### src/rtl/inst_queue.sv
// rtl/inst_queue.sv - DEPTH-entry instruction FIFO with RV32 field decode at the head
module inst_queue #(
  parameter int BUS_WIDTH            = 32,
  parameter int DEPTH                = 4,
  parameter int REGISTER_INDEX_WIDTH = 5
) (
  input  logic                            clk,
  input  logic                            rst,
  input  logic [BUS_WIDTH-1:0]            inst_in,
  input  logic                            in_valid,
  output logic                            in_ready,
  input  logic                            flush,
  input  logic                            out_ready,
  output logic                            out_valid,
  output logic [BUS_WIDTH-1:0]            inst_out,
  output logic [REGISTER_INDEX_WIDTH-1:0] reg1,
  output logic [REGISTER_INDEX_WIDTH-1:0] reg2,
  output logic [REGISTER_INDEX_WIDTH-1:0] dest,
  output logic [6:0]                      opcode,
  output logic [$clog2(DEPTH+1)-1:0]      count
);

  localparam int PW = $clog2(DEPTH);
  localparam int CW = $clog2(DEPTH+1);

  logic [BUS_WIDTH-1:0] mem [DEPTH];
  logic [PW-1:0]        wr_ptr;
  logic [PW-1:0]        rd_ptr;
  logic                 push;
  logic                 pop;

  // Handshake flags derive only from the registered count, so no input reaches them.
  assign in_ready  = (count != CW'(DEPTH));
  assign out_valid = (count != '0);
  assign push      = in_valid & in_ready;
  assign pop       = out_ready & out_valid;

  always_ff @(negedge clk or posedge rst) begin
    if (rst) begin
      wr_ptr <= '0;
      rd_ptr <= '0;
      count  <= '0;
    end else if (flush) begin
      wr_ptr <= '0;
      rd_ptr <= '0;
      count  <= '0;
    end else begin
      if (push) wr_ptr <= wr_ptr + 1'b1;
      if (pop)  rd_ptr <= rd_ptr + 1'b1;
      case ({push, pop})
        2'b10:   count <= count + 1'b1;
        2'b01:   count <= count - 1'b1;
        default: count <= count;
      endcase
    end
  end

  // Storage is deliberately left out of reset; the count alone decides validity.
  always_ff @(negedge clk) begin
    if (push && !flush) mem[wr_ptr] <= inst_in;
  end

  assign inst_out = out_valid ? mem[rd_ptr] : '0;
  assign reg1     = REGISTER_INDEX_WIDTH'(inst_out[19:15]);
  assign reg2     = REGISTER_INDEX_WIDTH'(inst_out[24:20]);
  assign dest     = REGISTER_INDEX_WIDTH'(inst_out[11:7]);
  assign opcode   = inst_out[6:0];

endmodule

### config.mk
export PLATFORM = sky130hd
export DESIGN_NAME = inst_queue
export DESIGN_NICKNAME = d
export VERILOG_FILES = /design/src/rtl/inst_queue.sv
export SDC_FILE = /design/constraint.sdc
export NUM_CORES = 1
export LEC_CHECK = 0
export ABC_AREA = 0
export CAP_MARGIN = 10
export CELL_PAD_IN_SITES_DETAIL_PLACEMENT = 1
export CELL_PAD_IN_SITES_GLOBAL_PLACEMENT = 1
export CORE_ASPECT_RATIO = 0.8
export CORE_MARGIN = 1
export CORE_UTILIZATION = 40
export DETAILED_ROUTE_END_ITERATION = 12
export PLACE_DENSITY = 0.72
export SLEW_MARGIN = 20
export SYNTH_ARGS = -nofsm -noshare
export SYNTH_HDL_FRONTEND = slang
export SYNTH_SLANG_ARGS = --single-unit
### constraint.sdc
create_clock -name clk -period 6.05 [get_ports clk]
set_input_delay 1.21 -clock clk [delete_from_list [all_inputs] [get_ports clk]]
set_output_delay 1.21 -clock clk [all_outputs]
set_load 0.02 [all_outputs]
# [Word level (Yosys, flattened, before mapping)]
# Memories as Yosys holds them, arrays and structs flattened.
# Index checks and enable logic that the tools add are counted.
# W data, S select, Z words.
[word_totals] in_bits=37 mem_count=1 mem_bits_rw=128 elab_cells=28 ff_bits=7 output_inout_bits=59
[op_classes] add_sub_neg=4 bitwise_logic=2 n_reduce_logical=6 n_mux=9 n_eq_ne=3
[memory_table] memory="mem" depth=4 word_bits=32 rd=1 rd_clocked_by_memory_dff=0 write_ports=1 line="26" source="logic [BUS_WIDTH-1:0] mem [DEPTH];"
[op_table] operator="$mux W32" count=1
[op_table] operator="$mux W2" count=4
[op_table] operator="$pmux W3 S2" count=1
[op_table] operator="$reduce_bool A3 Y1" count=2
[op_table] operator="$add A2 B1 Y2 const B" count=2
[op_table] operator="$reduce_bool A2 Y1" count=2
[op_table] operator="$add A3 B1 Y3 const B" count=1
[op_table] operator="$mux W3" count=1
[op_table] operator="$ne A3 B3 Y1 const B" count=1
[op_table] operator="$sub A3 B1 Y3 const B" count=1
[op_table] operator="$and A1 B1 Y1" count=2
[op_table] operator="$eq A2 B1 Y1 const B" count=1
[op_table] operator="$eq A2 B2 Y1 const B" count=1
[op_table] operator="$mux W1" count=2
[op_table] operator="$logic_and A1 B1 Y1" count=1
[op_table] operator="$logic_not A1 Y1" count=1

# [Logic depth before layout (Yosys ltp)]
# Gate-level depths: netlist (run 1).
[depth] depth_word=5 ltp_mapped=9 mapped_depth_nobuf=8

==> run summary, run 1 <==
Cells after Synth = 291
Worst-Skew Late Latency = 0.49 ns
DR iter-0 viols = 204
Sink Count = 135
die area = 14500 µm²
worst-path fanout max = 6
Mapped Area = 5590 µm²
Routed met2 length = 7.43 mm
Syn-to-layout area delta = 45.1%
Top Layer Used = met4
max-cap violations = 0
min-delay src = wr_ptr[0]
Rows = 38
min-delay worst type = flop to flop
Synth Register Bits = 135
placed instance area = 6760 µm²
Via density = 4.85
footprint of the multi-input gates = 1350 µm²
hold slack = 0.618 ns
Critical path origin = rd_ptr[0]
Die W = 134 µm
M1 WL = 5.38 mm
port bufs = 95
DPL Wire Length = 7.35 mm
global-route usage over all layers = 20.5%
CTS tree = yes
crit path buf inv count = 3
Fill cells = 1279
final setup fails = 54
CP Data Arrival Time = 5.08 ns
antenna violations before repair = 0
sink of the worst hold path = wr_ptr[0]
Antenna Nets Post-Route = 0
first-pass GRT wire length = 21.0 mm
Nets = 568
setup tns final = -10.84 ns
H-tree depth = 4
relative slew slack = 81.1%
final setup margin = -0.240 ns
top cell type's share of synthesized area = 68.7%
Worst Tran Pin Value = 0.282 ns
Root Driver = clkbuf_16
Worst Path Class, Setup = flop to output port
Reg clk slew, reported paths = 0.04 ns
vias after detailed routing = 3485
failing checks = setup timing
register area share after synthesis = 71.9%
placed insts = 550
clk_skew = 0.0967 ns
number of global-route vias before repair = 4157
layout cells sized above 1 = 34.7%
Syn. warnings = 0
sequential cell area = 4020 µm²
final wirelength = 13.8 mm
most frequent CP cell = buf_6
grt ovf = 0
syn_nets = 333
CTS Buf Count = 17
total power = 3.26 mW
Max Buffers Root-to-Sink = 2
R2R Setup Slk = 3.92 ns
ant diodes = 0
async set-reset flop share out of synthesis = 5.19%
WHS Path Cells = 3
Cell Pwr Density = 401 nW/µm²
RSZ-0062 raised after global routing = true
Crit path required time = 4.84 ns
Fin. Hold Viols = 0
Post-route DRC = 0
1st-pass router iterations = 4
largest net degree at the start of global routing = 33
Die Y = 108 µm
Core ar. = 13600 µm²
GPL Wtd Cong = 0.732
Post-Layout Cell Count = 719
Worst R2R Start = count[1]
final core utilization = 59.7%
fin. max-slew vios = 0
WL/cell = 19.2 µm
Yosys top cell by area = edfxtp_1
met3 WL = 778 µm
Synth Flop Type = edfxtp_1
worst-path cell chain = buf_6, buf_12, mux4_2, and2_4, buf_6
post-route cell area = 8120 µm²
VDD IR-drop max = 212 µV
Ports = 96
status = complete, but fails checks
Leak = 3.41 nW
Reg2Reg Capture Point = count[1]
top post-synthesis cells by area = edfxtp_1 (69%), mux4_2 (11%), and2_1 (4.0%)
Crit. End Element = output port
Worst setup SP type = flop
post-place setup slack = -0.235 ns
EDFF count, synth = 128
initial core utilization = 41.1%
CP delay by family, top = multiplexers
cell count of the worst reg-to-reg path = 8
Crit path largest cell delay = 0.52 ns
count of different cell masters after synthesis = 33
syn avg cell area = 19.2 µm²
slowest library cell on the worst path = mux4_2
[layout make-up]
type	count	area share [%]
well taps	180	2.77
multi-input cells	115	16.6
flip-flops and latches	135	49.5
clock buffers	17	5.24
repair buffers	126	17.4
clock inverters	143	8.37
inverters	3	0.139
[timing repair]
item | CTS | global route
pin swaps | 1 | 0
resized for setup | 357 | 4
endpoints found under the setup margin | 56 | 54
gates cloned | 3 | 0
setup buffers | 5 | 2
hold buffers | 0 | 0
[sequential cells by signal, indices dropped and copies added, names as in the netlist]
name / flops
mem: 128
rd_ptr: 2
wr_ptr: 2
count: 3
[worst max path at each step]
stage | slack [ns] | to | cells past startpoint
5_1_grt | -0.29 | opcode[6] | 5
6_report | -0.24 | inst_out[21] | 5
2_1_floorplan | 0.06 | reg2[2] | 5
4_1_cts | -0.26 | inst_out[21] | 5
3_3_place_gp | -0.19 | dest[3] | 5
3_5_place_dp | -0.24 | inst_out[7] | 5
[routing by layer]
layer / track usage [%] / vias up
met5: 0 / -
met4: 13.2 / 0
met3: 8.57 / 22
met2: 34.5 / 121
met1: 21.2 / 1760
li1: - / 1582
[synth_stat cells, types with 2 or more instances]
cell      instances
a21oi_1           4
dfrtn_1           7
buf_4            22
clkbuf_1          4
buf_12            3
mux4_2           28
nand3_1           4
edfxtp_1        128
or3_1             2
xnor2_1           2
buf_2             7
nor3_1            2
nand2_1           5
and2_1           36
xor2_1            2
mux4_1            4
ha_1              4
inv_1             4
o21ai_0           2
nor2_1            8
[placed cells by master, fill, tap and decap left out, drive strengths merged, types with 3 or more instances in the layout]
cell,Yosys,final
nand3,4,4
buf,33,85
a21oi,4,4
bufinv,0,4
dfrtn,7,7
nor2,8,8
and2,36,36
edfxtp,128,128
clkbuf,4,17
clkdlybuf4s50,0,39
clkinv,0,3
mux4,32,32
ha,4,4
nand2,6,6
inv,4,137
[tightest hold or removal path, delay by kind of cell, from the launching register on]
kind,cells,cell delay (ns)
and+or+nand+nor,1,0.08
DFF,1,0.38
buffers and inverters,1,0.14
xor gates and xnor gates,1,0.09
[power by group]
part	leakage (nW)	internal [mW]	switching, mW	total (mW)
clock network	0.987	0.807	0.664	1.47
logic	1.16	0.372	0.329	0.701
registers	1.26	1.07	0.0136	1.08
total	3.41	2.25	1.01	3.26
[cells by family after synthesis]
| group | count (synthesis) | share of synthesized area (%) |
|---|---|---|
| flops | 135 | 71.9 |
| simple gates | 63 | 6.47 |
| buf+inv | 41 | 5.39 |
| mux | 32 | 13.2 |
| compound gates | 11 | 1.25 |
| fa+ha+maj | 5 | 1.25 |
| xor+xnor | 4 | 0.627 |
Power figures use the tool's default switching activity.
==> inputs of run 2 (changes only) <==
--- a/config.mk
+++ b/config.mk
@@ -11,9 +11,10 @@
 export CELL_PAD_IN_SITES_GLOBAL_PLACEMENT = 1
 export CORE_ASPECT_RATIO = 0.8
 export CORE_MARGIN = 1
-export CORE_UTILIZATION = 40
+export CORE_UTILIZATION = 30
 export DETAILED_ROUTE_END_ITERATION = 12
-export PLACE_DENSITY = 0.72
+export PLACE_DENSITY = 0.57
+export RECOVER_POWER = 50
 export SLEW_MARGIN = 20
 export SYNTH_ARGS = -nofsm -noshare
 export SYNTH_HDL_FRONTEND = slang
==> constraint.sdc (replaced) <==
create_clock -name clk -period 6 [get_ports clk]
set_input_delay 1.2 -clock clk [delete_from_list [all_inputs] [get_ports clk]]
set_output_delay 1.2 -clock clk [all_outputs]
set_load 0.02 [all_outputs]
==> run 2 against run 1 <==
Effect of this change: the run still ends with setup timing left; sequential power is essentially flat; die area grew 33%; cell area grew 0.26%; non-clock buffer count is the same; register-to-register slack lost 0.04 ns; sequential share of layout area shrank 0.13 points; wire length shrank 5.4%; clock skew shrank 0.023 ns; combinational power shrank 3.1%; power shrank 3.9%; critical endpoint is now inst_out[30]; largest cell class unchanged.
==> run summary, run 2 (synthesis results as in run 1) <==
cell count of the worst reg-to-reg path = 8 (unchanged)
initial core utilization = 30.7% (-10 points)
Fill cells = 1843 (+44%)
commonest non-fill, non-tap cells in the layout = inv_1 (132), edfxtp_1 (128), buf_6 (43), dlygate4sd3_1 (35), mux4_2 (32)
slowest library cell on the worst path = mux4_2
sequential cell area = 4020 µm² (unchanged)
Sink Count = 135 (unchanged)
final setup fails = 54 (unchanged)
max reg flops = 128 (unchanged)
DR iter-0 viols = 124 (-39%)
worst-path fanout max = 5 (-1)
failing checks = setup timing
largest net degree at the start of global routing = 20 (-39%)
DPL Wire Length = 7.20 mm (-2.1%)
grt ovf = 0 (unchanged)
CTS tree = yes
Crit. End Element = output port
R2R Setup Slk = 3.88 ns (-0.04 ns)
port bufs = 95 (unchanged)
final wirelength = 13.1 mm (-5.4%)
max-cap violations = 0 (unchanged)
Critical path origin = rd_ptr[0]
Reg with most FFs = mem
Core ar. = 18200 µm² (+34%)
Leak = 3.38 nW (-0.61%)
antenna violations before repair = 0 (unchanged)
WHS Path Cells = 3 (unchanged)
Root Driver = clkbuf_16
Worst Tran Pin Value = 0.339 ns (+0.0574 ns)
Worst setup SP type = flop
Largest regs = mem: 128 flops, count: 3 flops
number of global-route vias before repair = 3983 (-4.2%)
placed instance area = 6880 µm² (+1.8%)
min-delay worst type = flop to flop
Worst R2R Start = count[1]
final setup margin = -0.219 ns (+0.0202 ns)
WL/cell = 16.5 µm (-14%)
first-pass GRT wire length = 20.1 mm (-4.2%)
post-route cell area = 8140 µm² (+0.26%)
# hold bufs at CTS = 0 (unchanged)
Worst-Skew Late Latency = 0.46 ns (-0.03 ns)
Reg clk slew, reported paths = 0.04 ns (about the same)
layout cells sized above 1 = 33.5% (-1.2 points)
footprint of the multi-input gates = 1330 µm² (-1.4%)
CP Data Arrival Time = 5.02 ns (-0.06 ns)
placed insts = 622 (+13%)
Antenna Nets Post-Route = 0 (unchanged)
Crit path required time = 4.80 ns (-0.04 ns)
Crit path largest cell delay = 0.52 ns (about the same)
Rows = 44 (+16%)
Worst Path Class, Setup = flop to output port
Die W = 155 µm (+15%)
1st-pass router iterations = 4 (unchanged)
status = complete, but fails checks
Syn-to-layout area delta = 45.5%
worst-path cell chain = buf_6, buf_8, buf_16, mux4_2, and2_4, buf_6
Post-route DRC = 0 (unchanged)
Post-Layout Cell Count = 791 (+10%)
Nets = 568 (unchanged)
Cell Pwr Density = 385 nW/µm² (-4.1%)
Fin. Hold Viols = 0 (unchanged)
relative slew slack = 77.3% (-3.8 points)
CTS Buf Count = 17 (unchanged)
min-delay src = wr_ptr[0]
global-route usage over all layers = 14.5% (-6.0 points)
Max Buffers Root-to-Sink = 2 (unchanged)
die area = 19200 µm² (+33%)
vias after detailed routing = 3433 (-1.5%)
Ports = 96 (unchanged)
GPL Wtd Cong = 0.722 (-1.4%)
Via density = 4.34 (-10%)
fin. max-slew vios = 0 (unchanged)
RSZ-0062 raised after global routing = true
final core utilization = 44.7% (-15 points)
clk_skew = 0.0733 ns (-0.0233 ns)
Die Y = 124 µm (+15%)
commonest non-fill, non-tap cell in the layout = inv_1
ant diodes = 0 (unchanged)
most frequent CP cell = buf_6
H-tree depth = 4 (unchanged)
VDD IR-drop max = 213 µV (+0.23%)
-- run 2: metal layers --
metal	GRT usage [%]	part of all wire [%]	vias to the layer above
met2	23.4	51	97
met3	7.06	4.7	12
met5	0	0	-
li1	-	-	1579
met4	8.48	1.1	0
met1	15.8	43	1745
-- run 2: timing repair --
action / CTS / global route
setup endpoints to repair: 56 / 54
buffers inserted: 7 / 2
hold endpoints to repair: 0 / 0
pin swaps: 1 / 0
gates cloned: 4 / 0
resized for setup: 340 / 0
-- run 2: area by class of cell --
cell class / instances / area share, %
Sequential cell: 135 / 49.4
Timing Repair Buffer: 126 / 17.3
Clock buffer: 17 / 5.23
Inverter: 3 / 0.138
Tap cell: 253 / 3.89
Clock inverter: 142 / 7.72
Multi-Input combinational cell: 115 / 16.3
-- run 2: critical path, delay by kind of cell (launching register included) --
kind                   cells  cell delay (ns)
buffers and inverters      4             0.51
DFF                        1             0.42
muxes                      1             0.52
and+or+nand+nor            1             0.18
-- run 2: through the flow --
stage	worst slack (ns)	power [mW]	TNS (ns)	hold WS [ns]
6_report	-0.219	3.13	-8.70	0.575
5_1_grt	-0.306	3.33	-13.07	0.626
4_1_cts	-0.260	3.22	-8.94	0.580
3_5_place_dp	-0.207	1.82	-9.05	0.592
3_3_place_gp	-0.197	1.82	-8.31	0.578
2_1_floorplan	0.0411	1.59	0	0.519
-- run 2: path summary, 6_finish.rpt --
| check | end |
|---|---|
| worst max-delay path | inst_out[30] |
| worst min-delay path | wr_ptr[0] |
| worst max register to register | count[1] |
| worst min register to register | wr_ptr[0] |
| max in group asynchronous | wr_ptr[0] |
| min in group asynchronous | count[2] |
-- run 2: power breakdown --
group | leakage, nW | total [mW] | switching, mW | internal [mW]
sequential | 1.26 | 1.09 | 0.0104 | 1.08
combinational | 1.16 | 0.679 | 0.326 | 0.353
clock | 0.966 | 1.36 | 0.633 | 0.728
==> inputs of run 3 (changes only) <==
--- a/config.mk
+++ b/config.mk
@@ -10,7 +10,6 @@
 export CELL_PAD_IN_SITES_DETAIL_PLACEMENT = 1
 export CELL_PAD_IN_SITES_GLOBAL_PLACEMENT = 1
 export CORE_ASPECT_RATIO = 0.8
-export CORE_MARGIN = 1
 export CORE_UTILIZATION = 30
 export DETAILED_ROUTE_END_ITERATION = 12
 export PLACE_DENSITY = 0.57
==> results of run 3 <==
Final layout, timing and power as in run 2 (identical DEF).
